--- src/rtl/bitop_pipe.sv ---
// bitop_pipe: two-stage valid/ready pipeline applying a selectable bitwise operation to two operands
module bitop_pipe #(
  parameter int WIDTH = 8,
  parameter int CNT_W = 16
) (
  input  logic             clk,
  input  logic             rst,
  input  logic             in_valid,
  output logic             in_ready,
  input  logic [2:0]       op,
  input  logic [WIDTH-1:0] a,
  input  logic [WIDTH-1:0] b,
  output logic             out_valid,
  input  logic             out_ready,
  output logic [WIDTH-1:0] result,
  output logic [CNT_W-1:0] op_count
);
  logic             r_v1, r_v2;
  logic [2:0]       r_op;
  logic [WIDTH-1:0] r_a, r_b, r_res;
  logic [CNT_W-1:0] r_cnt;
  logic             w_out_xfer, w_s2_free, w_adv, w_in_xfer;
  logic [WIDTH-1:0] w_calc;
  assign w_out_xfer = r_v2 & out_ready;
  assign w_s2_free  = !r_v2 | out_ready;
  assign w_adv      = r_v1 & w_s2_free;
  assign in_ready   = !r_v1 | w_adv;
  assign w_in_xfer  = in_valid & in_ready;
  assign out_valid  = r_v2;
  assign result     = r_res;
  assign op_count   = r_cnt;
  always_comb begin
    w_calc = r_op == 3'd0 ? r_a & r_b
           : r_op == 3'd1 ? r_a | r_b
           : r_op == 3'd2 ? r_a ^ r_b
           : r_op == 3'd3 ? ~(r_a & r_b)
           : r_op == 3'd4 ? ~(r_a | r_b)
           : r_op == 3'd5 ? ~(r_a ^ r_b)
           : r_op == 3'd6 ? r_a & ~r_b
           : r_a;
  end
  always_ff @(posedge clk or posedge rst) begin
    if (rst) begin
      r_v1  <= 1'b0;
      r_v2  <= 1'b0;
      r_op  <= '0;
      r_a   <= '0;
      r_b   <= '0;
      r_res <= '0;
      r_cnt <= '0;
    end else begin
      r_v1 <= w_in_xfer | (r_v1 & !w_adv);
      r_v2 <= w_adv | (r_v2 & !out_ready);
      if (w_in_xfer) begin
        r_op <= op;
        r_a  <= a;
        r_b  <= b;
      end
      if (w_adv) r_res <= w_calc;
      if (w_out_xfer && r_cnt != '1) r_cnt <= r_cnt + 1'b1;
    end
  end
endmodule

--- config.mk ---
export PLATFORM = sky130hd
export DESIGN_NAME = bitop_pipe
export DESIGN_NICKNAME = d
export VERILOG_FILES = /design/src/rtl/bitop_pipe.sv
export SDC_FILE = /design/constraint.sdc
export NUM_CORES = 1
export LEC_CHECK = 0
export ABC_CLOCK_PERIOD_IN_PS = 2000
export BUFFER_PORTS_ARGS = -buffer_cell sky130_fd_sc_hd__buf_4
export CORE_UTILIZATION = 55
export CTS_CLUSTER_SIZE = 12
export DETAILED_ROUTE_END_ITERATION = 6
export PLACE_DENSITY = 0.79
export SLEW_MARGIN = 20
export SYNTH_ARGS = -nofsm -noshare
export SYNTH_HDL_FRONTEND = slang
export SYNTH_SLANG_ARGS = --single-unit
--- constraint.sdc ---
create_clock -name clk -period 2 [get_ports clk]
set_input_delay 0.1 -clock clk [delete_from_list [all_inputs] [get_ports clk]]
set_output_delay 0.1 -clock clk [all_outputs]
set_load 0.01 [all_outputs]
=== Word-level counts from Yosys, hierarchy flattened ===
Cells that the tools add are included.

* Equal/unequal tests: 7
* $add $sub $neg: 1
* Muxes and demuxes: 7
* Bitwise gates (word level): 17
* Reductions and logical operators: 6

{| class="wikitable"
|+ Operators by type and width
! cell !! count
|-
| 2-to-1 mux 8 bit || 7
|-
| inverter 8 bit || 4
|-
| adder 16 x 1 -> 16 bit, second input constant || 1
|-
| AND 8 bit || 2
|-
| inequality test 16 bit, second input constant || 1
|-
| equality test 3 bit, second input constant || 3
|-
| OR 8 bit || 1
|-
| bitwise XOR 8 bit || 1
|-
| equality test 3 x 2 -> 1 bit, second input constant || 2
|-
| AND 1 bit || 5
|-
| zero test 1 bit || 4
|-
| OR 1 bit || 4
|-
| equality test 3 x 1 -> 1 bit, second input constant || 1
|-
| zero test 3 bit || 1
|-
| logical AND 1 bit || 1
|}

* Output and inout bits: 26
* Word-level logic and storage cells: 45
* Input port bits: 23
* Register bits: 45

=== Logic depth before layout (Yosys ltp) ===
Gate-level depths: netlist (run 1).

* Word-level depth: 9
* Depth in mapped cells: 6
* Depth with buffers taken out: 6

=== Worst setup path after synthesis (run 1) ===
Ideal clock, no wire load.

* Path type: reg-to-reg
* Start: register r_cnt[0] (netlist: op_count[0])
* End: register r_cnt[1] (netlist: op_count[1])
* Setup time: 0.125 ns
* Required time: 1.875 ns
* Period minus slack after synthesis: 1.723 ns
* Path slack: 0.277 ns
* Cell stages (with the launch flop): 6
* Buffers on the path: 0
* Arrival time: 1.598 ns
* Cells stage by stage: dfrtp_1 -> ha_1 -> nand4_4 -> nor4_4 -> nor2_2 -> mux2_4

* Cells in the longest elaborated chain, start to end: 2
* Elaborated cells on any way between the ends: 3
* Those cells by class: add/sub (1); eq/ne (1); reduce/logical (1)

{| class="wikitable"
|+ RTL lines
! item !! line !! source
|-
| from (decl) || 21 || <nowiki>logic [CNT_W-1:0] r_cnt;</nowiki>
|-
| from (signal assigned) || 60 || <nowiki>if (w_out_xfer && r_cnt != '1) r_cnt <= r_cnt + 1'b1;</nowiki>
|-
| branches (longest 2 deep; another with adder 16 x 1 -> 16 bit) || -- ||
|}

Parallel ways; which one is timed is not known.
A chain may end at the register's enable or synchronous reset.

=== Final worst setup path (run 1) ===
* Start: register r_op[0]
* End: register r_res[0] (netlist: result[0])

* Cells in the longest elaborated chain, start to end: 8
* Elaborated cells on any way between the ends: 14
* Those cells by class: eq/ne (6); mux (7); reduce/logical (1)

{| class="wikitable"
|+ RTL lines
! item !! line !! source
|-
| from (decl) || 19 || <nowiki>logic [2:0] r_op;</nowiki>
|-
| from (signal assigned) || 55 || <nowiki>r_op <= op;</nowiki>
|-
| equality test 3 bit || 39 || <nowiki>: r_op == 3'd6 ? r_a & ~r_b</nowiki>
|-
| 2-to-1 mux 8 bit || 39 ||
|-
| 2-to-1 mux 8 bit || 38 || <nowiki>: r_op == 3'd5 ? ~(r_a ^ r_b)</nowiki>
|-
| 2-to-1 mux 8 bit || 37 || <nowiki>: r_op == 3'd4 ? ~(r_a | r_b)</nowiki>
|-
| 2-to-1 mux 8 bit || 36 || <nowiki>: r_op == 3'd3 ? ~(r_a & r_b)</nowiki>
|-
| 2-to-1 mux 8 bit || 35 || <nowiki>: r_op == 3'd2 ? r_a ^ r_b</nowiki>
|-
| 2-to-1 mux 8 bit || 34 || <nowiki>: r_op == 3'd1 ? r_a | r_b</nowiki>
|-
| 2-to-1 mux 8 bit (*) || 33 || <nowiki>w_calc = r_op == 3'd0 ? r_a & r_b</nowiki>
|-
| to (signal assigned) || 59 || <nowiki>if (w_adv) r_res <= w_calc;</nowiki>
|-
| to (decl) || 20 || <nowiki>logic [WIDTH-1:0] r_a, r_b, r_res;</nowiki>
|}

Every way passes the cells marked *; elsewhere a longest branch is shown, timed or not.

==> summary.json, run 1 <==
{
  "avgSynthCellArea_um2": 10.7,
  "path_clk_slew_ns": 0.09,
  "layout_fillers": 385,
  "routedWlPerCell_um": 15.6,
  "critPathBufInv": 0,
  "async_reset_ff_share_pct": 100,
  "finalHoldViolCount": 0,
  "timing.clock.skew_ns": 0.0118,
  "flow.area_growth_from_synthesis_pct": 21.6,
  "postSynthCellCount": 265,
  "global_route.usage.total_pct": 24.5,
  "routed_via_density": 5.70,
  "ys_ff_latch": 45,
  "power.static_leakage_nw": 1.64,
  "insertedDiodeCount": 0,
  "drcViolationCount": 0,
  "clk_root_buffer_cell": "clkbuf_8",
  "hp-class": "input pin to flip-flop",
  "timing.critical_path.required_ns": 2.17,
  "family_of_cells_with_the_greatest_summed_delay_on_the_critical_path": "flip-flops",
  "final_max_slew_viol_count": 0,
  "globalRoute.totalOverflow": 0,
  "pin_count": 49,
  "first_pass_iters": 4,
  "largest_net_degree_at_the_start_of_global_routing": 22,
  "worst_skew_pair.late_latency_ns": 0.30,
  "worstPathArrival_ns": 1.94,
  "post-route-period-util_pct": 88.4,
  "die_height_um": 73.7,
  "pnr_worst_setup_slack_ns": 0.232,
  "finalSetupViolCount": 0,
  "drt-total-wl_um": 6090,
  "worst_ir_drop_vdd_mv": 0.651,
  "prevailing_post_synth_register_cell": "dfrtp_1",
  "grt_first_pass_wirelength_um": 10100,
  "postcts_resize_cnt": 0,
  "detailed_place_hpwl_um": 4520,
  "outcome": "finished, final reports clean",
  "nets": 371,
  "worst_path_largest_cell_delay_ns": 0.59,
  "fraction_of_layout_instances_using_a_drive_strength_above_1_pct": 30.2,
  "hold_slack_ns": 0.0106,
  "cts_inserted_buffers": 5,
  "yosysSeqAreaShare_pct": 39.8,
  "initial_utilization_pct": 58.3,
  "slew-limit-headroom_pct": 64.8,
  "power-per-cell-area_mw_per_mm2": 908,
  "max-clock-path-buffers": 2,
  "htreeDepth": 2,
  "cap_violations": 0,
  "tightestPinTransition_ns": 0.527,
  "timing.critical_path.from_type": "flip-flop",
  "synth_cell_type_count": 45,
  "rsz_0062_raised_after_global_routing": "no",
  "synth_nets": 313,
  "final_antenna_net_count": 0,
  "rows": 25,
  "worstSetupEndpointType": "flip-flop",
  "setup_total_negative_slack_ns": 0,
  "core_area_mm2": 0.00485,
  "antenna_found_initial": 0,
  "clock_sinks": 45,
  "synth_edf_count": 0,
  "tritoncts": "done",
  "ys_warn_count": 0,
  "port_buffers": 48,
  "critPathKind": "flip-flop to flip-flop",
  "drt_first_iter_violations": 109,
  "vias_in_the_first_global_route": 2119,
  "syn_area_mm2": 0.00283,
  "cell_count_after_placement": 382,
  "timing.critical_path.slowest_stage_cell": "dfrtp_1",
  "route.vias.total": 2227,
  "gp_routability_congestion": 0.818,
  "final.min_clock_period_ns": 1.77,
  "final_cell_count_no_fill": 391,
  "critical_path.cell_chain": "nor2b_1, a22oi_1, a41oi_1, a21oi_1",
  "timing.critical_path.fanout_max": 13,
  "die_w_um": 73.7,
  "pre_cts_ws_ns": 0.139,
  "totalPowerFinal_w": 0.00312,
  "design.die.area_mm2": 0.00543,
  "clock.fmax_mhz": 565
}
==> layer usage <==
| metal | global-route usage, % | routed length (µm) | vias to the layer above | share of wire (%) |
|---|---|---|---|---|
| met4 | 8.76 | 76 | 0 | 1.2 |
| met5 | 0 | 0 | - | 0 |
| li1 | - | - | 1065 | - |
| met1 | 31.7 | 2720 | 1095 | 45 |
| met3 | 4.66 | 233 | 8 | 3.8 |
| met2 | 41.0 | 3050 | 59 | 50 |
==> what timing repair did <==
| item | in CTS | in global routing |
|---|---|---|
| hold endpoints to repair | 12 | 0 |
| hold buffers | 1 | 0 |
| setup buffers | 0 | 0 |
| endpoints found under the setup margin | 0 | 1 |
==> registers in the layout, summed over array words and instances (netlist names) <==
signal	count
r_a	8
op_count	16
r_b	8
r_op	3
out_valid	1
r_v1	1
result	8
==> placed cells by master, fill, tap and decap left out, drive strengths merged, types with 2 or more instances in the layout <==
| cell | synthesis | layout |
|---|---|---|
| a21oi | 12 | 12 |
| a22oi | 7 | 7 |
| a2bb2oi | 3 | 3 |
| a32oi | 3 | 3 |
| a41oi | 4 | 4 |
| and2 | 2 | 2 |
| and3 | 2 | 2 |
| buf | 4 | 58 |
| clkbuf | 4 | 7 |
| dfrtp | 45 | 45 |
| ha | 25 | 25 |
| inv | 24 | 23 |
| mux2 | 22 | 22 |
| mux2i | 7 | 7 |
| mux4 | 3 | 3 |
| nand2 | 13 | 13 |
| nand2b | 7 | 7 |
| nand3 | 5 | 5 |
| nand4 | 5 | 5 |
| nor2 | 11 | 11 |
| nor2b | 3 | 3 |
| nor3 | 4 | 4 |
| nor3b | 3 | 3 |
| nor4 | 4 | 4 |
| nor4b | 6 | 6 |
| o21ai | 10 | 10 |
| o22ai | 5 | 5 |
| xnor2 | 4 | 4 |
| xor2 | 9 | 9 |
==> stage by stage <==
step                util [%]  instance area (µm²)
finish                  70.9                 3440
global route            70.9                 3440
CTS                     70.9                 3440
detailed placement      68.3                 3310
global placement        68.3                 3310
floorplan                  -                 2830
==> cell families after synthesis <==
logic type               count (synthesis)  synth area share, %
multiplexers                            32                 13.8
AO/OA/AOI/OAI                           48                 11.1
flip-flops                              45                 39.8
adder cells (fa/ha/maj)                 25                 11.1
buffers and inverters                   32                 4.42
XOR/XNOR                                13                 4.03
AND/OR/NAND/NOR                         70                 15.8
==> final cells by class <==
| cell class | instances | area (µm²) | area share [%] |
|---|---|---|---|
| sequential | 45 | 1130 | 32.8 |
| inverter | 24 | 90.1 | 2.62 |
| tap | 67 | 83.8 | 2.44 |
| timing repair buffer | 59 | 445 | 13.0 |
| clock buffer | 7 | 86.3 | 2.51 |
| multi-input combinational | 188 | 1580 | 45.9 |
| clock inverter | 1 | 30.0 | 0.873 |
==> power by group <==
part / internal, W / switching, W / total (W)
clock: 0.000408 / 0.000313 / 0.000721
sequential: 0.00109 / 0.000239 / 0.00133
combinational: 0.000570 / 0.000500 / 0.00107
total: 0.00207 / 0.00105 / 0.00312
==> worst reg2reg max path: stages, from the launching register on <==
cell     delay (ns)
dfrtp_1        0.59
nor2b_1        0.49
a22oi_1        0.15
a41oi_1        0.30
a21oi_1        0.10
==> final timing paths <==
path / start / slack, ns / to / cells after the start
min in group asynchronous: rst / 0.32 / op_count[2] / 3
worst max-delay path: r_op[0] / 0.23 / result[0] / 4
worst min-delay path: in_valid / 0.01 / r_v1 / 2
worst min register to register: result[5] / 0.52 / result[5] / 1
worst max register to register: r_op[0] / 0.23 / result[0] / 4
max in group asynchronous: rst / 1.10 / r_op[2] / 4
==> cell usage after synthesis, types with 4 or more instances <==
cell type	number	area, µm²
a41oi_1	4	35.0
mux2i_1	7	70.1
buf_2	4	20.0
nand3_1	5	25.0
clkbuf_1	4	15.0
nor2_1	10	37.5
xnor2_1	4	35.0
nand2_1	12	45.0
ha_1	25	313
a22oi_1	7	52.6
xor2_1	9	78.8
o21ai_0	10	50.1
o22ai_1	5	31.3
dfrtp_1	45	1130
nand2b_1	7	43.8
nor4b_1	6	52.6
mux2_2	21	236
a21oi_1	12	60.1
inv_1	24	90.1
Note: power is estimated with default switching activity, not from simulation.
==> run 2: changes to the inputs <==
CORE_MARGIN = 4   (was default)
==> run 2 against run 1 <==
  * Critical path depth is 1 higher
  * Highest routed layer unchanged
  * Power is 6.0% lower
  * Die area is 17% higher
  * Final cell count stayed put
  * Routed wire length is 0.56% lower
  * Non-clock buffer count stayed put
  * First-iteration DRC count is 37% higher
  * Critical endpoint is now op_count[1]
  * Clock power is 25% lower
  * Flip-flop and latch count stayed put
  * Largest power group unchanged
  * Core utilization is 0.70 points lower
==> summary.json, run 2 (synthesized netlist as in run 1, its figures left out) <==
{
  "outcome": "finished, final reports clean",
  "finalHoldViolCount": 0,
  "worstPathArrival_ns": 2.06,
  "slew-limit-headroom_pct": 61.7,
  "worst_skew_pair.late_latency_ns": 0.30,
  "final.min_clock_period_ns": 1.88,
  "worst_ir_drop_vdd_mv": 0.618,
  "worstRegToRegCells": 5,
  "antenna_found_initial": 0,
  "postcts_resize_cnt": 0,
  "critPathKind": "flip-flop to flip-flop",
  "rsz_0062_raised_after_global_routing": "no",
  "first_pass_iters": 5,
  "globalRouteMet3Util_pct": 4.85,
  "tightestPinTransition_ns": 0.575,
  "tritoncts": "done",
  "drcViolationCount": 0,
  "clk_root_buffer_cell": "clkbuf_8",
  "hp-class": "input pin to flip-flop",
  "nets": 371,
  "detailed_place_hpwl_um": 4550,
  "drt-total-wl_um": 6050,
  "finalSetupViolCount": 0,
  "insertedDiodeCount": 0,
  "final_max_slew_viol_count": 0,
  "vias_in_the_first_global_route": 2262,
  "core_area_mm2": 0.00485,
  "routedWlPerCell_um": 15.5,
  "multi_input_comb_area_mm2": 0.00158,
  "path_clk_slew_ns": 0.07,
  "die_w_um": 79.7,
  "routed_via_density": 5.66,
  "grt_use_met1_pct": 26.3,
  "initial_utilization_pct": 58.3,
  "timing.critical_path.required_ns": 2.18,
  "grt.busiest_layer": "met2",
  "clock_sinks": 45,
  "timing.clock.skew_ns": 0.0107,
  "pre_cts_ws_ns": 0.140,
  "design.die.area_mm2": 0.00635,
  "critical_path.cell_chain": "ha_1, nand4_4, nor4_4, nor2_2, mux2_4",
  "timing.critical_path.from_type": "flip-flop",
  "setup_total_negative_slack_ns": 0,
  "drt_first_iter_violations": 149,
  "clock.fmax_mhz": 533,
  "timing.critical_path.fanout_max": 8,
  "globalRouteMet2Util_pct": 36.3,
  "worstSetupEndpointType": "flip-flop",
  "global_route.usage.total_pct": 21.0,
  "final_antenna_net_count": 0,
  "post_cts_hold_buffer_count": 1,
  "cts_inserted_buffers": 5,
  "ff_latch_area_mm2": 0.00113,
  "fraction_of_layout_instances_using_a_drive_strength_above_1_pct": 30.2,
  "cts_post_setup_buffers_inserted": 0,
  "cap_violations": 0,
  "post-route-period-util_pct": 93.9,
  "power-per-cell-area_mw_per_mm2": 862,
  "route.vias.total": 2214,
  "rows": 25,
  "port_buffers": 48,
  "grt_first_pass_wirelength_um": 10500,
  "pin_count": 49,
  "max-clock-path-buffers": 2,
  "layout_common_cells": "buf_4 (58), dfrtp_1 (45), ha_1 (25)",
  "layout_commonest_cell": "buf_4",
  "min_path_cells": 2,
  "gp_routability_congestion": 0.825,
  "timing.critical_path.slowest_stage_cell": "nor4_4",
  "power.static_leakage_nw": 1.62,
  "htreeDepth": 2,
  "largest_net_degree_at_the_start_of_global_routing": 46,
  "worst_path_largest_cell_delay_ns": 0.49,
  "flow.area_growth_from_synthesis_pct": 20.4,
  "pnr_worst_setup_slack_ns": 0.122,
  "globalRoute.totalOverflow": 0,
  "layout_fillers": 383,
  "flip_flop_count_of_the_largest_register_after_layout": 16,
  "die_height_um": 79.7
}
## run 2: cell types whose count changed in the layout (fill, tap and decap cells not counted), sizes merged
cell	previous run	this run
clkbuf	7	6
clkinv	1	3
bufinv	1	0
## run 2: worst paths after layout
check,startpoint,to,slack [ns]
hold / removal,in_valid,r_v1,0.01
hold reg to reg,result[5],result[5],0.51
max in group asynchronous,rst,r_b[2],1.09
min in group asynchronous,rst,out_valid,0.51
setup reg to reg,op_count[0],op_count[1],0.12
setup / recovery,op_count[0],op_count[1],0.12
## run 2: report_power, final
| group | internal [W] | switching [W] |
|---|---|---|
| logic | 0.000572 | 0.000495 |
| clock network | 0.000243 | 0.000299 |
| registers | 0.00109 | 0.000233 |
| total | 0.00191 | 0.00103 |
## run 2: through the flow
step           power (W)  utilization (%)  cells  instance area (µm²)  hold WS (ns)
4_1_cts          0.00296             70.2    391                 3400       0.00128
6_report         0.00293             70.2    391                 3400        0.0139
3_3_place_gp     0.00235             68.3    382                 3310         0.281
2_1_floorplan    0.00197                -    265                 2830         0.208
5_1_grt          0.00315             70.2    391                 3400        0.0106
3_5_place_dp     0.00241             68.3    382                 3310         0.285
## run 2: layout make-up
class | instances | area share [%]
multi-input combinational | 188 | 46.3
inverter | 24 | 2.65
tap | 67 | 2.46
clock inverter | 2 | 0.294
sequential | 45 | 33.1
clock buffer | 6 | 2.13
timing repair buffer | 59 | 13.1
## run 2: critical path, delay by kind of cell, from the launching register on
kind	cells	cell delay, ns
and+or+nand+nor	3	0.77
adders and majority gates	1	0.27
muxes	1	0.31
DFF	1	0.42
## run 2: routing by layer
layer / wire (µm) / vias to the layer above
met5: 0 / -
met4: 58 / 0
met3: 282 / 7
met2: 3000 / 53
met1: 2710 / 1085
li1: - / 1069
